==> src/rtl/digit_serial_subtractor.sv <==
// digit_serial_subtractor: digit-serial unsigned a_in-b_in-Bin with valid/ready handshakes; define SUB_OVERFLOW_EN to compile in the signed overflow flag
module digit_serial_subtractor #(
  parameter int Nbits = 16,
  parameter int DIGIT = 4
) (
  input  logic             clk,
  input  logic             reset,
  input  logic             in_valid,
  output logic             in_ready,
  input  logic [Nbits-1:0] a_in,
  input  logic [Nbits-1:0] b_in,
  input  logic             Bin,
  output logic             out_valid,
  input  logic             out_ready,
  output logic [Nbits-1:0] diff,
  output logic             Bout,
  output logic             ovf
);
  localparam int NDIG = Nbits / DIGIT;
  localparam int CW = NDIG > 1 ? $clog2(NDIG) : 1;
  typedef enum logic [1:0] {IDLE, RUN, DONE} state_t;
  state_t state, state_nxt;
  logic [Nbits-1:0] a_sh, b_sh, work, work_nxt;
  logic [DIGIT-1:0] d;
  logic [CW-1:0] cnt;
  logic brw, nb, accept, last;
  if (Nbits % DIGIT != 0) begin : g_bad_digit
    $error("Nbits must be a multiple of DIGIT");
  end
  assign {nb, d} = {1'b0, a_sh[DIGIT-1:0]} - {1'b0, b_sh[DIGIT-1:0]} - {{DIGIT{1'b0}}, brw};
  assign work_nxt = Nbits'({d, work} >> DIGIT);
  assign accept = state == IDLE && in_valid;
  assign last = state == RUN && cnt == CW'(NDIG - 1);
  // state register
  always_ff @(posedge clk or posedge reset)
    if (reset) state <= IDLE;
    else state <= state_nxt;
  // next-state decode
  always_comb
    state_nxt = state == IDLE ? (in_valid ? RUN : IDLE) :
                state == RUN  ? (last ? DONE : RUN) :
                (out_ready ? IDLE : DONE);
  // handshake outputs decoded from state only
  always_comb begin
    in_ready = state == IDLE;
    out_valid = state == DONE;
  end
  // operand shifters, borrow chain and result registers
  always_ff @(posedge clk or posedge reset)
    if (reset) begin
      a_sh <= '0;
      b_sh <= '0;
      work <= '0;
      brw <= 1'b0;
      cnt <= '0;
      diff <= '0;
      Bout <= 1'b0;
    end else if (accept) begin
      a_sh <= a_in;
      b_sh <= b_in;
      brw <= Bin;
      cnt <= '0;
    end else if (state == RUN) begin
      a_sh <= a_sh >> DIGIT;
      b_sh <= b_sh >> DIGIT;
      work <= work_nxt;
      brw <= nb;
      cnt <= cnt + CW'(1);
      if (last) begin
        diff <= work_nxt;
        Bout <= nb;
      end
    end
`ifdef SUB_OVERFLOW_EN
  logic a_msb, b_msb;
  // operand signs captured at acceptance feed the overflow flag on completion
  always_ff @(posedge clk or posedge reset)
    if (reset) begin
      a_msb <= 1'b0;
      b_msb <= 1'b0;
      ovf <= 1'b0;
    end else if (accept) begin
      a_msb <= a_in[Nbits-1];
      b_msb <= b_in[Nbits-1];
    end else if (last)
      ovf <= a_msb != b_msb && work_nxt[Nbits-1] != a_msb;
`else
  assign ovf = 1'b0;
`endif
endmodule

==> config.mk <==
export PLATFORM = sky130hd
export DESIGN_NAME = digit_serial_subtractor
export DESIGN_NICKNAME = d
export VERILOG_FILES = /design/src/rtl/digit_serial_subtractor.sv
export SDC_FILE = /design/constraint.sdc
export NUM_CORES = 1
export LEC_CHECK = 0
export BUFFER_PORTS_ARGS = -buffer_cell sky130_fd_sc_hd__buf_4
export CORE_MARGIN = 2
export CORE_UTILIZATION = 40
export CTS_CLUSTER_DIAMETER = 60
export DETAILED_ROUTE_END_ITERATION = 16
export GPL_TIMING_DRIVEN = 0
export PLACE_DENSITY_LB_ADDON = 0.2
export SYNTH_ARGS = -nofsm -noshare
export SYNTH_HDL_FRONTEND = slang
export SYNTH_SLANG_ARGS = --single-unit
==> constraint.sdc <==
create_clock -name clk -period 2.7 [get_ports clk]
set_clock_uncertainty 0.2 [all_clocks]
set_input_delay 0.54 -clock clk [delete_from_list [all_inputs] [get_ports clk]]
set_output_delay 0.54 -clock clk [all_outputs]
set_load 0.01 [all_outputs]
==> results of run 1 <==
-- worst paths after layout --
kind                       endpoint  slack (ns)  cells after the start
setup reg to reg                brw        0.69                      6
max in group asynchronous   a_sh[3]        1.61                      2
hold reg to reg             work[6]        0.27                      2
min in group clk           state[1]        0.18                      2
hold / removal              diff[8]        0.17                      2
setup / recovery                brw        0.69                      6
-- area by class of cell --
type / instances / area share, %
sequential: 66 / 45.4
multi-input combinational: 183 / 29.1
timing repair buffer: 55 / 11.3
clock buffer: 14 / 4.47
buffer: 17 / 3.92
tap: 99 / 3.40
inverter: 13 / 1.41
clock inverter: 2 / 0.962
-- sequential cells by signal, summed over array words and instances (netlist names) --
signal / cells
Bout: 1
a_sh: 16
b_sh: 16
brw: 1
cnt: 2
diff: 16
state: 2
work: 12
-- layer usage --
metal / vias up / share of wire (%)
li1: 1057 / -
met2: 53 / 47
met1: 1021 / 47
met5: - / 0
met4: 0 / 2.0
met3: 9 / 4.6
-- stage by stage --
stage                     TNS, ns  util [%]  setup slack, ns
final                           0      51.0            0.686
after global routing            0      51.0            0.580
after CTS                       0      51.0            0.661
after detailed placement        0      48.2            0.671
after global placement     -38.06      48.2           -0.580
after floorplan                 0         -            0.305
-- power by group --
group | switching (W) | internal (W)
clock | 0.000364 | 0.000477
combinational | 0.00105 | 0.000894
sequential | 0.000247 | 0.00144
total | 0.00166 | 0.00281
-- cells by family (layout without fill, tap and decap cells) --
family	Yosys count	in the layout	share of synthesized area, %
buffers and inverters	30	101	6.59
other	1	1	0.129
AND/OR/NAND/NOR	111	111	15.9
multiplexers	13	13	5.04
XOR/XNOR	1	1	0.302
AO/OA/AOI/OAI	50	50	11.6
flip-flops	66	66	56.9
adder cells (fa/ha/maj)	7	7	3.53
-- critical path, stage by stage (launching register included) --
cell       delay (ns)
dfrtp_1          0.40
fa_1             0.46
inv_1            0.08
fa_1             0.22
and3b_1          0.18
a2bb2oi_1        0.23
o21ai_0          0.11
-- cells in the mapped netlist, drive strengths merged, types with 2 or more instances --
cell type,count
ha,5
nand2,102
fa,2
a22oi,25
nor2,3
o21bai,2
o21ai,18
o31ai,2
buf,17
inv,13
dfrtp,66
mux2,13
==> results.sh, run 1 <==
export IMPL_design_core_area_sq_mm=0.00714
export IMPL_postLayoutCellArea_sq_mm=0.00364
export IMPL_core_rowCount=31
export IMPL_drive_above_1_share_pct=26.3
export IMPL_cts_sinks=66
export IMPL_wirelength_mm=5.83
export IMPL_route_detailed_drc=0
export IMPL_synth_edf_count=0
export IMPL_syn2layout_area_growth_pct=25.4
export IMPL_grt_pass1_wl_mm=10.1
export IMPL_syn_avg_cell_area_sq_um=10.4
export IMPL_die_x_um=89.2
export IMPL_grt_ovfl_total=0
export IMPL_cts_tree="yes"
export IMPL_vias=2140
export IMPL_slew_viol_final=0
export IMPL_hold_viol_final=0
export IMPL_initial_core_util_pct=40.7
export IMPL_placed_cells=433
export IMPL_yosys_register_bits=66
export IMPL_cts_setup_buffers=0
export IMPL_tightestPinTransition_ns=0.804
export IMPL_crit_start="a_sh[0]"
export IMPL_path_class="reg2reg"
export IMPL_cts_resized=0
export IMPL_maxCapViolCount=0
export IMPL_status="completed"
export IMPL_grt_pass1_vias=2150
export IMPL_vdd_ir_drop_max_uv=424
export IMPL_wl_per_cell_um=13.0
export IMPL_antenna_found_initial=0
export IMPL_synthTopCellsByArea="dfrtp_1 (57%), nand2_1 (13%), a22oi_1 (6.5%)"
export IMPL_post_dp_hpwl_mm=4.03
export IMPL_cts_buffers=9
export IMPL_power_w=0.00448
export IMPL_seq_area_sq_mm=0.00165
export IMPL_clkLatencyLatePin_ns=0.34
export IMPL_grt_max_degree=67
export IMPL_rsz0062_at_grt="no"
export IMPL_globalplace_congestion=0.726
export IMPL_syn_area_sq_mm=0.00290
export IMPL_path_clk_slew_ns=0.07
export IMPL_crit_fanout=3
export IMPL_setup_violations=0
export IMPL_grt_usage_pct=17.0
export IMPL_crit_arrival_ns=2.02
export IMPL_detail_route_vias_per_cell=4.77
export IMPL_n_antenna_cell=0
export IMPL_place_area_sq_mm=0.00344
export IMPL_synth_ff_type="dfrtp_1"
export IMPL_hold_buffers=0
export IMPL_whs_ns=0.166
export IMPL_yosysTopAreaCell="dfrtp_1"
export IMPL_cts_max_level=3
export IMPL_hold_path_class="in2async"
export IMPL_multi_input_area_sq_mm=0.00106
export IMPL_final_nets=389
export IMPL_powerDensity_mw_per_mm2=1230
export IMPL_mostFrequentLayoutCells="nand2_1 (102), dfrtp_1 (66), buf_4 (58)"
export IMPL_yosys_area_top_type_share_pct=56.9
export IMPL_io_pins=57
export IMPL_fin_cells=449
export IMPL_drtAntennaViolNets=0
export IMPL_met2_usage_pct=26.9
export IMPL_period_needed_ns=2.01
export IMPL_fin_crit_sh_pct=74.6
export IMPL_fillers=696
export IMPL_cp_start_kind="flop"
export IMPL_power_leakage_nw=1.88
export IMPL_port_buffers=55
export IMPL_yosysWarnings=0
export IMPL_cts_root_buf="clkbuf_8"
export IMPL_die_area_sq_mm=0.00796
export IMPL_drt_pass1_iterations=4
export IMPL_end_kind="flop"
export IMPL_async_reset_ff_share_pct=100
export IMPL_synthCells=279
export IMPL_grtUsageMet1_pct=22.7
export IMPL_dr_first_iter_drc_count=93
export IMPL_clock_path_buffers=2
export IMPL_cp_required_ns=2.71
export IMPL_synth_fp_nets=323
export IMPL_use_met3_pct=3.88
export IMPL_fp_dieH_um=89.2
export IMPL_layout_cells_most_common="nand2_1"
export IMPL_yosysUniqueCellTypes=28
export IMPL_timing_fmax_mhz=496
export IMPL_ys_seq_area_share_pct=56.9
export IMPL_busiest_layer="met2"
export IMPL_slew_headroom_pct=46.4
export IMPL_reg2reg_from="a_sh[0]"
(Power assumes the default switching activity.)
==> run 2, diff against run 1 <==
Clock period 2.7 ns to 1.7 ns, I/O delays scaled along.
==> run 2 against run 1 <==
Compared with the run above:
- the flow now finishes with violations (negative setup slack)
- worst setup slack got worse by 0.83 ns
- global-route usage is 0.15 points higher
- utilization is 3.6 points higher
- sequential cell count unchanged
- sequential power up 60%
- cell count grew 2.7%
- via count up 0.37%
- register-to-register slack lost 0.83 ns
- clock-buffer cell count is 2 lower
- maximum frequency increased by 9.1%
- hold slack worse by 0.15 ns
- largest cell class unchanged
==> results.sh, run 2 (same netlist as run 1, synthesis figures left out) <==
export IMPL_status="finished with violations"
export IMPL_violations="negative setup slack"
export IMPL_dr_first_iter_drc_count=85
export IMPL_top_regs="a_sh x16, b_sh x16, diff x16"
export IMPL_cts_tree="yes"
export IMPL_cts_buffers=9
export IMPL_grt_usage_pct=17.2
export IMPL_crit_fanout=2
export IMPL_fin_cells=461
export IMPL_core_rowCount=31
export IMPL_wl_per_cell_um=13.4
export IMPL_globalplace_congestion=0.743
export IMPL_grt_max_degree=38
export IMPL_rsz0062_at_grt="yes"
export IMPL_power_leakage_nw=1.97
export IMPL_path_class="reg2reg"
export IMPL_wirelength_mm=6.16
export IMPL_tns_ns=-0.612
export IMPL_powerDensity_mw_per_mm2=2050
export IMPL_crit_arrival_ns=1.88
export IMPL_final_nets=401
export IMPL_hp_start="b_in[13]"
export IMPL_postLayoutCellArea_sq_mm=0.00389
export IMPL_io_pins=57
export IMPL_route_detailed_drc=0
export IMPL_fin_crit_sh_pct=109
export IMPL_placed_cells=434
export IMPL_path_clk_slew_ns=0.07
export IMPL_mostFrequentLayoutCells="nand2_1 (101), buf_4 (66), dfrtp_1 (65)"
export IMPL_maxCapViolCount=0
export IMPL_clkLatencyLatePin_ns=0.33
export IMPL_pre_cts_ws_ns=-0.187
export IMPL_grt_pass1_wl_mm=10.3
export IMPL_drive_above_1_share_pct=32.3
export IMPL_grt_ovfl_total=0
export IMPL_hold_viol_final=0
export IMPL_period_needed_ns=1.85
export IMPL_place_area_sq_mm=0.00348
export IMPL_timing_fmax_mhz=542
export IMPL_detail_route_vias_per_cell=4.66
export IMPL_cp_required_ns=1.74
export IMPL_cts_root_buf="clkbuf_8"
export IMPL_setup_violations=7
export IMPL_layout_cells_most_common="nand2_1"
export IMPL_end_kind="flop"
export IMPL_power_w=0.00800
export IMPL_initial_core_util_pct=40.7
export IMPL_n_antenna_cell=0
export IMPL_crit_start="b_sh[0]"
export IMPL_hold_path_class="in2reg"
export IMPL_vias=2148
export IMPL_fillers=687
export IMPL_slew_headroom_pct=56.5
export IMPL_port_buffers=55
export IMPL_drt_pass1_iterations=4
export IMPL_cts_max_level=3
export IMPL_cts_sinks=66
export IMPL_die_area_sq_mm=0.00796
export IMPL_cp_start_kind="flop"
export IMPL_cp_slowest_cell="fa_2"
export IMPL_die_x_um=89.2
export IMPL_fp_dieH_um=89.2
export IMPL_syn2layout_area_growth_pct=34.1
export IMPL_post_dp_hpwl_mm=4.17
export IMPL_crit_path_cell_trace="inv_2, fa_2, ha_1, nand2_2, and4_4, o31ai_4"
export IMPL_clock_path_buffers=2
export IMPL_tightestPinTransition_ns=0.651
export IMPL_vdd_ir_drop_max_uv=720
export IMPL_max_stage_delay_ns=0.39
export IMPL_reg2reg_from="b_sh[0]"
export IMPL_fin_ws_ns=-0.146
export IMPL_antenna_found_initial=0
export IMPL_slew_viol_final=0
export IMPL_grt_pass1_vias=2156
export IMPL_design_core_area_sq_mm=0.00714
export IMPL_drtAntennaViolNets=0
[run 2: timing repair]
item | 4_1_cts | 5_1_grt
gates cloned | 0 | 0
endpoints found under the setup margin | 8 | 15
hold buffers | 4 | 0
resized for setup | 5 | 14
hold endpoints to repair | 32 | 0
pin swaps | 5 | 4
buffers inserted | 3 | 4
[run 2: routing by layer]
metal	up-vias	track usage [%]	routed length, um	part of all wire [%]
met1	1020	23.3	2880	47
met3	5	3.14	249	4.0
met2	48	27.5	2980	48
met4	0	6.51	54	0.88
li1	1075	-	-	-
met5	-	0	0	0
[run 2: stage by stage]
stage | hold WS (ns) | utilization, %
after detailed placement | 0.261 | 48.7
final | 0.0141 | 54.6
after floorplan | 0.236 | -
after CTS | 0.000968 | 53.4
after global routing | 0.0277 | 54.6
after global placement | 0.255 | 48.4
[run 2: final timing paths]
path                            endpoint  slack, ns  cells past startpoint
worst max-delay path            diff[15]      -0.15                      6
worst min-delay path            b_sh[13]       0.01                      3
worst max register to register  diff[15]      -0.15                      6
worst min register to register   work[7]       0.28                      2
max in group asynchronous       state[1]       0.25                      4
min in group asynchronous        work[5]       0.45                      3
[run 2: report_power, final]
part / switching (W) / internal [W]
clock: 0.000590 / 0.00106
sequential: 0.000407 / 0.00229
combinational: 0.00192 / 0.00173
[run 2: final cells by class]
type	count	area [sq um]	share of cell area (%)
plain buffers	17	145	3.73
clock buffers	12	155	3.98
clock inverters	4	97.6	2.51
inverters	13	52.6	1.35
multi-input cells	183	1140	29.3
flip-flops and latches	66	1650	42.4
well taps	99	124	3.18
repair buffers	67	526	13.5
[run 2: critical path, delay by kind of cell (launching register included)]
| family | cells | cell delay (ns) |
|---|---|---|
| adder cells (fa/ha/maj) | 2 | 0.69 |
| flip-flops | 1 | 0.37 |
| AND/OR/NAND/NOR | 2 | 0.25 |
| AO/OA/AOI/OAI | 1 | 0.20 |
| buffers and inverters | 1 | 0.05 |
==> run 3, diff against run 2 <==
Settings changed: SETUP_SLACK_MARGIN set to 0.02.
==> run 3 against run 2 <==
Compared with the run above:
- the flow still finishes with violations (negative setup slack)
- global-route usage about the same
- worst setup slack barely moved
- power rose by 0.31%
- critical path type unchanged
- maximum frequency barely moved
- largest cell class unchanged
- non-clock buffer count unchanged
- highest routed layer unchanged
==> results.sh, run 3 (same netlist as run 1, synthesis figures left out) <==
export IMPL_whs_path_depth=3
export IMPL_cp_slowest_cell="fa_2"
export IMPL_power_leakage_nw=1.97
export IMPL_reg2reg_from="b_sh[0]"
export IMPL_die_x_um=89.2
export IMPL_p_switching_w=0.00293
export IMPL_setup_violations=7
export IMPL_die_area_sq_mm=0.00796
export IMPL_vias=2166
export IMPL_clkLatencyLatePin_ns=0.33
export IMPL_crit_fanout=2
export IMPL_powerDensity_mw_per_mm2=2050
export IMPL_grt_max_degree=38
export IMPL_reg2reg_to="diff[15]"
export IMPL_crit_path_cell_trace="inv_2, fa_2, ha_1, nand2_2, and4_4, o31ai_4"
export IMPL_post_dp_hpwl_mm=4.17
export IMPL_detail_route_vias_per_cell=4.70
export IMPL_fillers=690
export IMPL_period_needed_ns=1.85
export IMPL_dr_first_iter_drc_count=91
export IMPL_top_regs="a_sh x16, b_sh x16, diff x16"
export IMPL_hold_viol_final=0
export IMPL_violations="negative setup slack"
export IMPL_p_clk_share_pct=20.6
export IMPL_cts_tree="yes"
export IMPL_reg2reg_depth=6
export IMPL_port_buffers=55
export IMPL_mostFrequentLayoutCells="nand2_1 (101), dfrtp_1 (65), buf_4 (64)"
export IMPL_end_kind="flop"
export IMPL_maxCapViolCount=0
export IMPL_busiest_layer="met2"
export IMPL_r2r_slack_ns=-0.15
export IMPL_drt_pass1_iterations=4
export IMPL_clock_path_buffers=2
export IMPL_wirelength_mm=6.18
export IMPL_rsz0062_at_grt="yes"
export IMPL_p_int_w=0.00509
export IMPL_final_nets=401
export IMPL_fin_ws_ns=-0.146
export IMPL_max_stage_delay_ns=0.39
export IMPL_core_rowCount=31
export IMPL_hold_end="b_sh[13]"
export IMPL_cts_sinks=66
export IMPL_slew_headroom_pct=56.9
export IMPL_grtUsageMet1_pct=23.4
export IMPL_status="finished with violations"
export IMPL_initial_core_util_pct=40.7
export IMPL_grt_pass1_wl_mm=10.3
export IMPL_cts_buffers=9
export IMPL_antenna_found_initial=0
export IMPL_seqPwrFrac_pct=33.6
export IMPL_io_pins=57
export IMPL_route_detailed_drc=0
export IMPL_grt_pass1_vias=2159
export IMPL_slew_viol_final=0
export IMPL_cts_max_level=3
export IMPL_swShare_pct=36.5
export IMPL_design_core_area_sq_mm=0.00714
export IMPL_met2_usage_pct=27.5
export IMPL_vdd_ir_drop_max_uv=720
export IMPL_timing_fmax_mhz=542
export IMPL_globalplace_congestion=0.743
export IMPL_path_class="reg2reg"
export IMPL_use_met3_pct=3.14
export IMPL_power_w=0.00802
export IMPL_tightestPinTransition_ns=0.646
export IMPL_drive_above_1_share_pct=32.6
export IMPL_fin_crit_sh_pct=109
export IMPL_drtAntennaViolNets=0
export IMPL_fp_dieH_um=89.2
export IMPL_n_antenna_cell=0
export IMPL_syn2layout_area_growth_pct=34.6
export IMPL_power_frac_comb_pct=45.8
export IMPL_grt_usage_pct=17.2
export IMPL_cp_required_ns=1.74
export IMPL_cp_start_kind="flop"
export IMPL_wl_per_cell_um=13.4
export IMPL_hold_path_class="in2reg"
export IMPL_crit_arrival_ns=1.88
export IMPL_whs_ns=0.0121
export IMPL_grt_ovfl_total=0
export IMPL_layout_cells_most_common="nand2_1"
export IMPL_cts_root_buf="clkbuf_8"
export IMPL_hp_start="b_in[13]"
export IMPL_path_clk_slew_ns=0.07
-- run 3: cell counts in the layout (fill, tap and decap cells not counted) --
Identical to the previous run, type by type.
-- run 3: final cells by class --
class | instances | area (sq um) | area share, %
Clock inverter | 4 | 97.6 | 2.50
Tap cell | 99 | 124 | 3.17
Timing Repair Buffer | 67 | 526 | 13.4
Inverter | 13 | 52.6 | 1.34
Buffer | 17 | 153 | 3.91
Multi-Input combinational cell | 183 | 1150 | 29.4
Clock buffer | 12 | 155 | 3.97
Sequential cell | 66 | 1650 | 42.3
-- run 3: critical path: cells and delay by family (launching register included) --
kind | cells | cell delay, ns
AOI/OAI and AO/OA | 1 | 0.20
adders and majority gates | 2 | 0.69
buffers and inverters | 1 | 0.05
DFF | 1 | 0.37
and+or+nand+nor | 2 | 0.25
-- run 3: how the worst max path moves through the flow --
stage	to	startpoint
5_1_grt	diff[15]	b_sh[0]
3_5_place_dp	diff[15]	a_sh[0]
2_1_floorplan	work[15]	a_sh[0]
6_report	diff[15]	b_sh[0]
3_3_place_gp	brw	brw
4_1_cts	diff[15]	b_sh[0]
-- run 3: layer usage --
| metal | vias up | wire, um |
|---|---|---|
| met5 | - | 0 |
| met4 | 0 | 71 |
| met3 | 6 | 273 |
| met2 | 56 | 2970 |
| met1 | 1028 | 2870 |
| li1 | 1076 | - |
-- run 3: stage by stage --
stage | setup TNS (ns) | setup slack [ns] | instances | area (sq um) | util [%]
final | -0.602 | -0.146 | 461 | 3910 | 54.8
after global routing | -1.10 | -0.196 | 461 | 3910 | 54.8
after CTS | -0.610 | -0.156 | 457 | 3810 | 53.4
after detailed placement | -0.785 | -0.187 | 434 | 3480 | 48.7
after global placement | -5.51 | -0.161 | 433 | 3460 | 48.4
after floorplan | -0.254 | -0.0647 | 279 | 2920 | -
-- run 3: timing repair --
action                                 CTS  global route
endpoints found under the hold margin   32             0
setup endpoints to repair                9            25
gates resized for setup                  6            16
pin swaps                                6             3
hold buffers                             4             0
buffers inserted                         3             4
-- run 3: power by group through the flow --
stage	Combinational [W]	Sequential (W)	Clock (W)
after floorplan	0.00219	0.00272	0
after global placement	0.00315	0.00271	0
after detailed placement	0.00322	0.00273	0
after CTS	0.00340	0.00270	0.00168
after global routing	0.00416	0.00279	0.00174
final	0.00367	0.00270	0.00165
